===== config.mk =====
export PLATFORM = sky130hd
export DESIGN_NAME = ika9958_cen_gen
export DESIGN_NICKNAME = d
export VERILOG_FILES = /design/src/rtl/ika9958_cen_gen.sv
export SDC_FILE = /design/constraint.sdc
export NUM_CORES = 1
export LEC_CHECK = 0
export CAP_MARGIN = 20
export CORE_ASPECT_RATIO = 0.8
export CORE_MARGIN = 2
export CORE_UTILIZATION = 30
export CTS_BUF_LIST = sky130_fd_sc_hd__clkbuf_4 sky130_fd_sc_hd__clkbuf_8
export DETAILED_ROUTE_END_ITERATION = 8
export DONT_BUFFER_PORTS = 1
export HOLD_SLACK_MARGIN = 0.1
export SLEW_MARGIN = 20
export SYNTH_ARGS = -nofsm -noshare
export SYNTH_HDL_FRONTEND = slang
export SYNTH_SLANG_ARGS = --single-unit

===== constraint.sdc =====
create_clock -name i_XTAL1 -period 1.8 [get_ports i_XTAL1]
set_input_delay 0.18 -clock i_XTAL1 [delete_from_list [all_inputs] [get_ports i_XTAL1]]
set_output_delay 0.18 -clock i_XTAL1 [all_outputs]
set_load 0.1 [all_outputs]

===== src/rtl/ika9958_cen_gen.sv =====
// Per-channel programmable divider: CH divided clocks with PCEN/NCEN edge enables, ratios reloaded at period boundaries.
// Optional external-pin phase realignment is built only when IKA9958_CEN_SYNC_EN is defined.
module ika9958_cen_gen #(
  parameter int                 CH       = 3,
  parameter int                 DW       = 4,
  parameter logic [CH*DW-1:0]   DIV_INIT = 12'h210
) (
  input  logic                  i_XTAL1,
  input  logic                  i_RST_n,
  input  logic                  i_XTAL_NCEN,
  input  logic [CH*DW-1:0]      i_DIV,
  input  logic                  i_DIV_LD,
  input  logic                  i_SYNC_n,
  input  logic [CH-1:0]         i_SYNC_MASK,
  output logic [CH-1:0]         o_CLK_n,
  output logic [CH-1:0]         o_PCEN,
  output logic [CH-1:0]         o_NCEN,
  output logic                  o_SYNCED
);

  logic [CH-1:0][DW-1:0] cnt_q, cnt_d;
  logic [CH-1:0][DW-1:0] act_q, act_d;
  logic [CH-1:0][DW-1:0] shd_q, shd_d;
  logic [CH-1:0]         clk_n_q, clk_n_d;
  logic                  synced_q, synced_d;

  logic [CH-1:0]         at_end;
  logic [CH-1:0]         hit;
  logic [CH-1:0]         sync_mask;
  logic                  sync_consume;
  logic                  all_natural;

`ifdef IKA9958_CEN_SYNC_EN
  // [0] first synchroniser stage, [1] synchronised pin, [2] previous synchronised value
  logic [2:0] sync_sr_q, sync_sr_d;
  logic       pend_q, pend_d;
  logic       sync_fall;

  always_comb begin
    sync_sr_d    = {sync_sr_q[1:0], i_SYNC_n};
    sync_fall    = sync_sr_q[2] & ~sync_sr_q[1];
    sync_consume = i_XTAL_NCEN & (pend_q | sync_fall);
    pend_d       = (pend_q | sync_fall) & ~i_XTAL_NCEN;
    sync_mask    = i_SYNC_MASK;
  end

  // Cleared to 0 so a pin already low when reset lifts is not mistaken for a fresh edge.
  always_ff @(posedge i_XTAL1 or negedge i_RST_n) begin
    if (!i_RST_n) begin
      sync_sr_q <= 3'b000;
      pend_q    <= 1'b0;
    end else begin
      sync_sr_q <= sync_sr_d;
      pend_q    <= pend_d;
    end
  end
`else
  logic sync_unused;
  assign sync_unused  = ^{i_SYNC_n, i_SYNC_MASK};
  assign sync_consume = 1'b0;
  assign sync_mask    = '0;
`endif

  always_comb begin
    synced_d    = synced_q;
    all_natural = 1'b1;
    for (int c = 0; c < CH; c++) begin
      at_end[c]  = (cnt_q[c] == act_q[c]);
      hit[c]     = sync_consume & sync_mask[c];
      shd_d[c]   = i_DIV_LD ? i_DIV[c*DW +: DW] : shd_q[c];
      cnt_d[c]   = cnt_q[c];
      clk_n_d[c] = clk_n_q[c];
      act_d[c]   = act_q[c];

      if (sync_mask[c] && !(at_end[c] && clk_n_q[c])) begin
        all_natural = 1'b0;
      end

      if (hit[c]) begin
        cnt_d[c]   = '0;
        clk_n_d[c] = 1'b0;
        act_d[c]   = shd_d[c];
      end else if (i_XTAL_NCEN) begin
        if (at_end[c]) begin
          cnt_d[c]   = '0;
          clk_n_d[c] = ~clk_n_q[c];
          // New ratio only at the falling edge, so no half-period is ever cut short.
          if (clk_n_q[c]) begin
            act_d[c] = shd_d[c];
          end
        end else begin
          cnt_d[c] = cnt_q[c] + 1'b1;
        end
      end

      o_PCEN[c] = i_RST_n & i_XTAL_NCEN & ~hit[c] & at_end[c] & ~clk_n_q[c];
      o_NCEN[c] = i_RST_n & i_XTAL_NCEN & clk_n_q[c] & (hit[c] | at_end[c]);
    end
    if (sync_consume) begin
      synced_d = all_natural;
    end
  end

  always_ff @(posedge i_XTAL1 or negedge i_RST_n) begin
    if (!i_RST_n) begin
      cnt_q    <= '0;
      clk_n_q  <= '1;
      act_q    <= DIV_INIT;
      shd_q    <= DIV_INIT;
      synced_q <= 1'b0;
    end else begin
      cnt_q    <= cnt_d;
      clk_n_q  <= clk_n_d;
      act_q    <= act_d;
      shd_q    <= shd_d;
      synced_q <= synced_d;
    end
  end

  assign o_CLK_n  = clk_n_q;
  assign o_SYNCED = synced_q;

endmodule


Word-level counts from Yosys, hierarchy flattened
Index checks and enable logic that the tools add are counted.

Flip-flop bits (word level): 39. Input port bits: 20. Output and inout port bits: 10.

Add/subtract/negate cells: 3. Eq/ne operators: 3. Muxes and demuxes: 6. Bitwise operators: 16. Reduce and logical (&&, ||, !) cells: 6.

Operators by type and width (count): two-way mux 4 bit (6); bitwise AND 1 bit (13); adder 4 x 1 -> 4 bit, second input constant (3); equality test 4 bit (3); AND reduction 3 bit (3); AND reduction 2 bit (3); NOT 1 bit (3).

Depth between registers and ports, before layout
Gate-level depths: netlist (run 1).

Depth after elaboration: 3. Mapped depth: 5. Depth with buffers taken out: 4.

Worst setup path before layout (run 1)
OpenSTA, ideal clock, no wires.

Path type: reg2out. Start: register act_q[4] in the netlist's numbering. End: output o_NCEN[1]. Arrival time: 2360 ps. Required time: 1620 ps. Setup slack: -740 ps. Stages on the path, launching flop included: 5. Buffers on the path: 0. Path through: dfstp_2 xor2_1 nor4_4 nand3_1 nor2_1.

Word-level cells in the longest chain between the ends: 2.

RTL lines: start, declared (RTL line 22) `logic [CH-1:0][DW-1:0] act_q, act_d;`; start signal, assigned (RTL line 114) `act_q <= act_d;`; equality test 4 bit (RTL line 68) `at_end[c] = (cnt_q[c] == act_q[c]);`; bitwise AND 1 bit (RTL line 97) `o_NCEN[c] = i_RST_n & i_XTAL_NCEN & clk_n_q[c] & (hit[c] | at_end[c]);`; end, declared (RTL line 17) `output logic [CH-1:0] o_NCEN,`.

No other way between the ends.

Worst setup path after layout (run 1)
Start: register act_q[1] in the netlist's numbering. End: output o_NCEN[0].

Same word-level chain as after synthesis.

==> results.txt, run 1 <==
The flow ran to the end, but the final reports show violations. Summed over all nets, the half-perimeter wirelength after detailed placement is 2.29 mm. In the synthesized netlist, the number of instances is 150.

The run gives 30 as the count of pins on the block boundary. The run gives 0.00191 mm2 as the cell area after synthesis. Dividing total power by cell area gives a power density of 1200 mW/mm2.

Switching part of the total power: 0.372. The initialized floorplan defines 25 standard-cell rows. TritonCTS built the clock tree. Post-route worst hold slack: -0.425 ns. sky130_fd_sc_hd__dfrtp_1 is the most common cell in the netlist.

For the worst setup path, the data required time is 1.62 ns. Across all layers, the routed design uses 1272 vias. The multi-input combinational cells in the finished layout cover a total of 918 um2. The setup path with the least slack is of type register to output port. The slowest cell on the critical path is sky130_fd_sc_hd__dfrtp_1.

The final reports fail on hold timing, setup timing. Number of enable flip-flop cells after synthesis: 0. Setup repair after global routing could not meet its margin everywhere. Part of the total power dissipated in the clock network: 0.205. The predominant post-synthesis flop cell was sky130_fd_sc_hd__dfrtp_1. Summed over all cells, the static leakage comes to 1.18 nW. From bottom edge to top edge, the die measures 75.3 um. The run gives 0 as the remaining antenna violation count. The number of buffers added to fix hold violations after cts is 25. After detailed routing, the average wire length per cell comes to 12.8 um. The core utilization of the finished layout was 0.448.

The portion of the clock cycle consumed by the worst path in the final layout came out at 1.10. The number of clock sinks seen by CTS was 39. The worst stage delay on the critical path is 0.40 ns, and the register area is 985 um2. The maximum fanout along the worst path works out to 3. Across the VDD grid, the largest voltage drop is 0.000760 V. The via count of the first global-routing pass was 1359. Yosys printed 0 warnings. The final total negative setup slack came out at -0.910 ns. At the later pin of the worst-skew pair, clock insertion delay measures 0.29 ns. Post-synthesis sequential element count: 39. The first detailed-routing pass ran for 4 iterations.

The register area share after synthesis was 0.517; the post-synthesis net count was 173. The run gives 34 as the first-iteration detailed-routing DRC count. Clock skew on the completed layout was measured at 0.00489 ns. STA classifies the critical path endpoint as an output port. The tools report the sum of internal, switching and leakage power as 3.25 mW. The area of the die was 0.00701 mm2. For this block, the routed nets add up to 3.69 mm of wire. The final critical-path required period works out to 1.97 ns. Share of layout cells above drive strength 1: 0.413.

The total clock buffers created by CTS was 5; the register-to-register setup slack was 0 ns. STA classifies the critical path startpoint as a register. The count of unresolved DRC violations after routing was 0; the total overflow reported by the global router was 0. Per-cell via count in the routed design: 4.43. The tightest min-delay check is of the input pin to asynchronous set/reset pin type. The number of antenna diodes in the final layout is 0.

The hold violation total from the final report is 39, and the buffer levels on the longest clock path is 2. Actual slew at the worst max-slew pin: 0.708 ns. The filler cells instantiated in the layout total 565. In this run the power spent charging and discharging nets is 1.21 mW. The CTS clock-pin slew for the worst setup and hold paths is 0.08 ns. The largest total area in the synthesized netlist belongs to sky130_fd_sc_hd__dfrtp_1. Across the run, the number of max-cap violations was 0. The final layout contains 228 nets.

Part of the power in combinational logic: 0.401. The cell internal power dissipation was 2.04 mW; the share of the synthesized area in the top cell type was 0.420. The share of async-settable or async-resettable flops after synthesis was 1.00. The number of buffers and inverters on the critical path is 2. The tools report the number of H-tree branching levels as 2. The signal on the critical path passes through xor2_1, nor4_4, buf_4, nand3_4, nor2_4, buf_12. The tree is rooted in a sky130_fd_sc_hd__clkbuf_8. Counting instances in the post-synthesis netlist gives the leading cell types as 32 x sky130_fd_sc_hd__dfrtp_1, 12 x sky130_fd_sc_hd__mux2_2, 12 x sky130_fd_sc_hd__mux2_4, 12 x sky130_fd_sc_hd__xor2_1, 9 x sky130_fd_sc_hd__inv_1. The data arrival time of the critical path was 1.79 ns; the area growth from synthesis to final layout was 42.1%.

The first global-routing pass estimated 6.49 mm of wire. The total of buffers placed on input and output ports is 0, and the total setup violations reported at the end of the flow is 6. For the final weighted congestion of routability-driven global placement, the log shows 0.760. Grouping stages by cell kind, the critical path spends the most delay in simple AND/OR/NAND/NOR gates. Entering global routing, the biggest net connects 43 pins.

The global-route usage over all layers came out at 0.122. The number of antenna violations at the first check in global routing was 0; the final number of max-transition violations was 0. The total area inside the core boundary comes to 0.00604 mm2.

The synthesized netlist contains 25 unique library cells. Timing would allow up to 506 MHz. Each instance of the synthesized netlist takes up on average 12.7 um2. Max-slew headroom at the worst pin: 0.527.

The run gives 0.394 as the part of the total power dissipated in sequential elements. The die is 93.1 um wide. By area the synthesized netlist is led by sky130_fd_sc_hd__dfrtp_1 42%, sky130_fd_sc_hd__dfstp_2 9.7%, sky130_fd_sc_hd__mux2_4 9.5%.

The initial cell density of the core was 0.316; the worst path setup slack after routing was -0.175 ns.
cell type report:
cell class | count | area share
sequential | 39 | 0.364
multi-input combinational | 94 | 0.339
timing repair buffer | 56 | 0.209
tap | 81 | 0.0374
clock buffer | 7 | 0.0356
inverter | 9 | 0.0125
clock inverter | 1 | 0.00277
layout by cell type (no fill, tap or decap), types with 7 or more instances in the layout:
cell | synthesis | final
sky130_fd_sc_hd__inv_1 | 9 | 9
sky130_fd_sc_hd__mux2_4 | 12 | 12
sky130_fd_sc_hd__xor2_1 | 12 | 11
sky130_fd_sc_hd__buf_4 | 1 | 23
sky130_fd_sc_hd__dfstp_2 | 7 | 7
sky130_fd_sc_hd__clkbuf_8 | 0 | 7
sky130_fd_sc_hd__dfrtp_1 | 32 | 32
sky130_fd_sc_hd__dlygate4sd3_1 | 0 | 25
sky130_fd_sc_hd__mux2_2 | 12 | 12
worst paths after layout:
check | depth (start not counted) | startpoint | endpoint
max reg2reg | 6 | act_q[8] | act_q[8]
max | 6 | act_q[1] | o_NCEN[0]
max in group asynchronous | 0 | i_RST_n | act_q[9]
min | 0 | i_RST_n | cnt_q[8]
min in group i_XTAL1 | 2 | i_DIV_LD | act_q[0]
min reg2reg | 1 | o_CLK_n[1] | o_CLK_n[1]
worst register-to-register path, stage by stage, from the launching register on:
cell and delay [ns]:
sky130_fd_sc_hd__dfrtp_1 0.42, sky130_fd_sc_hd__xor2_2 0.20, sky130_fd_sc_hd__nor4_4 0.32, sky130_fd_sc_hd__buf_4 0.18, sky130_fd_sc_hd__and3_4 0.19, sky130_fd_sc_hd__buf_6 0.10
sky130_fd_sc_hd__mux2_4 0.29
cell families (layout without fill, tap and decap cells):
kind of cell,after synthesis,count (layout),synth area share
simple gates,33,33,0.114
xor+xnor,15,15,0.0689
mux,27,27,0.181
fa+ha+maj,3,3,0.0197
flops,39,39,0.517
compound gates,15,15,0.0492
other cells,1,1,0.00197
buf+inv,17,73,0.0479
power by group through the flow:
stage / logic, mW / registers, mW / clock network [mW]
after floorplan: 0.635 / 1.55 / 0
after global placement: 1.10 / 1.31 / 0
after detailed placement: 1.12 / 1.32 / 0
after CTS: 1.25 / 1.29 / 0.683
after global routing: 1.42 / 1.32 / 0.726
final: 1.30 / 1.28 / 0.667
through the flow:
| step | instance area (um2) | setup WS (ns) | std cells | hold slack, ns |
|---|---|---|---|---|
| 6_report | 2710 | -0.175 | 287 | -0.425 |
| 3_5_place_dp | 2230 | 0.0295 | 243 | -0.113 |
| 4_1_cts | 2640 | -0.191 | 280 | -0.437 |
| 5_1_grt | 2710 | -0.267 | 287 | -0.445 |
| 2_1_floorplan | 1970 | -0.0262 | 150 | -0.116 |
| 3_3_place_gp | 2230 | 0.0178 | 243 | -0.114 |
routing by layer:
layer	up-vias	routed length [um]	global-route usage	part of all wire
met5	-	0	0	0
met4	0	58	0.0490	0.016
met3	8	131	0.0320	0.036
met2	23	1620	0.187	0.44
met1	620	1880	0.167	0.51
li1	621	-	-	-
flip-flops by register name, indices dropped and copies added, names as in the netlist:
name     count
act_q       12
o_CLK_n      3
cnt_q       12
shd_q       12
what timing repair did:
action                                  in CTS  in global routing
hold endpoints to repair                    66                 39
endpoints found under the setup margin       6                 14
buffers inserted                             4                  7
gates resized for setup                      3                  4
pin swaps                                    5                  5
Note: power is estimated with default switching activity, not from simulation.
==> inputs of run 2 (changes only) <==
Settings changed: PLACE_DENSITY set to 0.5.
==> results.txt, run 2 (same netlist as run 1, synthesis figures left out) <==
The flow ran to the end, but the final reports show violations. Violated checks: setup timing (was hold timing, setup timing). The tools report the number of H-tree branching levels as 2 (unchanged). The count of pins on the block boundary is 30 (unchanged), and the worst setup slack after placement is -0.0133 ns (was 0.0295 ns). Startpoint of the worst register-to-register path: cnt_q[5] (was act_q[8]). For the via count of the first global-routing pass, the log shows 1350 (was 1359). The worst stage delay on the critical path works out to 0.40 ns (about the same).

The buffer levels on the longest clock path is 2 (unchanged). Largest registers: act_q: 12 flops, cnt_q: 12 flops, shd_q: 12 flops (unchanged). The worst hold path begins at i_DIV_LD. The area of the die came out at 0.00701 mm2 (unchanged). TritonCTS built the clock tree. The actual slew at the worst max-slew pin was 0.704 ns (was 0.708 ns).

The maximum number of pins on one net before global-route repair is 43 (unchanged), and the total setup violations reported at the end of the flow is 7 (was 6). For hold timing, the worst endpoint is act_q[5]. Area growth from synthesis to final layout: 42.3% (was 42.1%). The iteration count of the initial detailed-routing pass is 4 (unchanged), and the remaining antenna violation count is 0 (unchanged). The run gives 556 (was 565) as the number of inserted filler cells in the final layout. Total number of placement rows: 25 (unchanged).

The die extent in x is 93.1 um (unchanged), and the placeable core region is 0.00604 mm2 (unchanged). The final critical-path required period came out at 1.99 ns (was 1.97 ns). The tools report the clock tree root buffer cell as sky130_fd_sc_hd__clkbuf_8 (unchanged). Setup repair after global routing could not meet its margin everywhere. The run gives 5 (unchanged) as the total clock buffers created by CTS. The layout net count is 227 (was 228), and the max-slew headroom at the worst pin is 0.529 (was 0.527). The latest clock arrival within the worst-skew pair is 0.29 ns (about the same), and the initial cell density of the core is 0.316 (unchanged).

The total of buffers placed on input and output ports came out at 0 (unchanged). The data arrival time of the critical path came out at 1.81 ns (was 1.79 ns). Most frequent cells in the layout: 32 x sky130_fd_sc_hd__dfrtp_1, 26 x sky130_fd_sc_hd__dlygate4sd3_1, 22 x sky130_fd_sc_hd__buf_4 (was 32 x sky130_fd_sc_hd__dfrtp_1, 25 x sky130_fd_sc_hd__dlygate4sd3_1, 23 x sky130_fd_sc_hd__buf_4). Cell-by-cell trace of the critical path: xor2_1, nor4_4, buf_4, nand3_4, nor2_4, buf_12 (unchanged). Critical path launch point type: a register (unchanged).

The final number of max-transition violations was 0 (unchanged). The tools report the final routed wirelength across all metal layers as 4.04 mm (was 3.69 mm). The leakage dissipation was 1.18 nW (about the same).

The share of layout cells above drive strength 1 works out to 0.405 (was 0.413). The number of cells on the worst hold path was 2. The sort of element at the end of the critical path is an output port (unchanged). The path category of the worst min-delay check is input pin to register (was input pin to asynchronous set/reset pin). The worst IR drop on VDD is 0.000599 V (was 0.000760 V), and the portion of the clock cycle consumed by the worst path in the final layout is 1.11 (was 1.10).

Chip height: 75.3 um (unchanged). The logs give 0 (unchanged) for the number of antenna violations at the first check in global routing and 0 (unchanged) for the total overflow reported by the global router. The per-cell routed wire length came out at 14.1 um (was 12.8 um). The slowest cell on the critical path was sky130_fd_sc_hd__dfrtp_1 (unchanged). The run gives -0.192 ns (was -0.175 ns) as the worst path setup slack after routing. The cell depth of the worst flop-to-flop path is 6 (unchanged).

The run gives 1289 (was 1272) as the detailed-route via count. The total instance count after detailed placement is 241 (was 243), and the count of unresolved DRC violations after routing is 0 (unchanged). For the number of diodes added for antenna fixing, the log shows 0 (unchanged). Achievable clock frequency: 502 MHz (was 506 MHz). The core utilization of the finished layout was 0.449 (was 0.448); the hold violation total from the final report was 0 (was 39). The global-route usage over all layers came out at 0.123 (was 0.122).

For the first-iteration detailed-routing DRC count, the log shows 27 (was 34). The most common cell after layout, fill and taps aside is sky130_fd_sc_hd__dfrtp_1 (unchanged). The logs give 3.22 mW (was 3.25 mW) for the sum of internal, switching and leakage power and 0 ns (about the same) for the register-to-register setup slack. The per-cell via count in the routed design came out at 4.51 (was 4.43). Count of non-filler cells in the finished layout: 286 (was 287). The power density over the cells was 1190 mW/mm2 (was 1200 mW/mm2). The final weighted congestion of routability-driven global placement was 0.697 (was 0.760); the global-route wire length before repair was 6.48 mm (was 6.49 mm). The reported max-cap violation count came out at 0 (unchanged). The tools report the required time reported for the critical path endpoint as 1.62 ns (about the same). The run gives 0.00702 ns (was 0.00489 ns) as the clock skew after layout.

Worst reg2reg path endpoint: act_q[6] (was act_q[8]). The CTS clock-pin slew for the worst setup and hold paths was 0.08 ns (about the same); the number of clock sinks seen by CTS was 39 (unchanged). The maximum fanout along the worst path was 3 (unchanged). The type of the setup path with the least slack is register to output port (unchanged).

The placed wire-length estimate after detailed placement came out at 2.46 mm (was 2.29 mm).
## run 2: worst max-delay path, delay by kind of cell, from the launching register on
family | cells | cell delay (ns)
xor gates and xnor gates | 1 | 0.19
buffers and inverters | 2 | 0.37
DFF | 1 | 0.40
and+or+nand+nor | 3 | 0.57
## run 2: layout make-up
type,instances,area [um2],area share
multi-input combinational,94,930,0.343
clock inverter,1,5.00,0.00185
timing repair buffer,55,573,0.211
clock buffer,7,83.8,0.0309
tap,81,101,0.0374
sequential,39,985,0.363
inverter,9,33.8,0.0125
## run 2: where the power goes
part | switching, mW | internal, mW
Combinational | 0.740 | 0.579
Clock | 0.299 | 0.302
Sequential | 0.185 | 1.11
## run 2: worst max-delay path by stage
stage,startpoint,to,slack [ns],cells past startpoint
floorplan,cnt_q[3],o_NCEN[0],-0.03,4
global placement,cnt_q[3],act_q[3],-0.0005,4
detailed placement,cnt_q[3],act_q[2],-0.01,4
CTS,act_q[1],o_PCEN[0],-0.24,6
global route,act_q[3],o_PCEN[0],-0.27,6
finish,act_q[3],o_NCEN[0],-0.19,6
## run 2: layer usage
metal | vias up | GRT usage | part of all wire
li1 | 615 | - | -
met1 | 647 | 0.150 | 0.46
met2 | 21 | 0.203 | 0.49
met3 | 6 | 0.0390 | 0.034
met4 | 0 | 0.0539 | 0.018
met5 | - | 0 | 0
## run 2: metrics by stage
stage               hold slack [ns]  setup TNS (ns)  area, um2
global placement             -0.114       -0.000632       2220
floorplan                    -0.116         -0.0894       1970
global route                  0.188           -1.84       2710
detailed placement           -0.114         -0.0388       2220
finish                        0.190          -0.872       2710
CTS                          -0.438           -1.30       2630
## run 2: what timing repair did
item	in CTS	in global routing
pin swaps	8	6
gates resized for setup	8	0
setup buffers	4	6
endpoints found under the setup margin	10	17
hold buffers	25	2
hold endpoints to repair	66	39
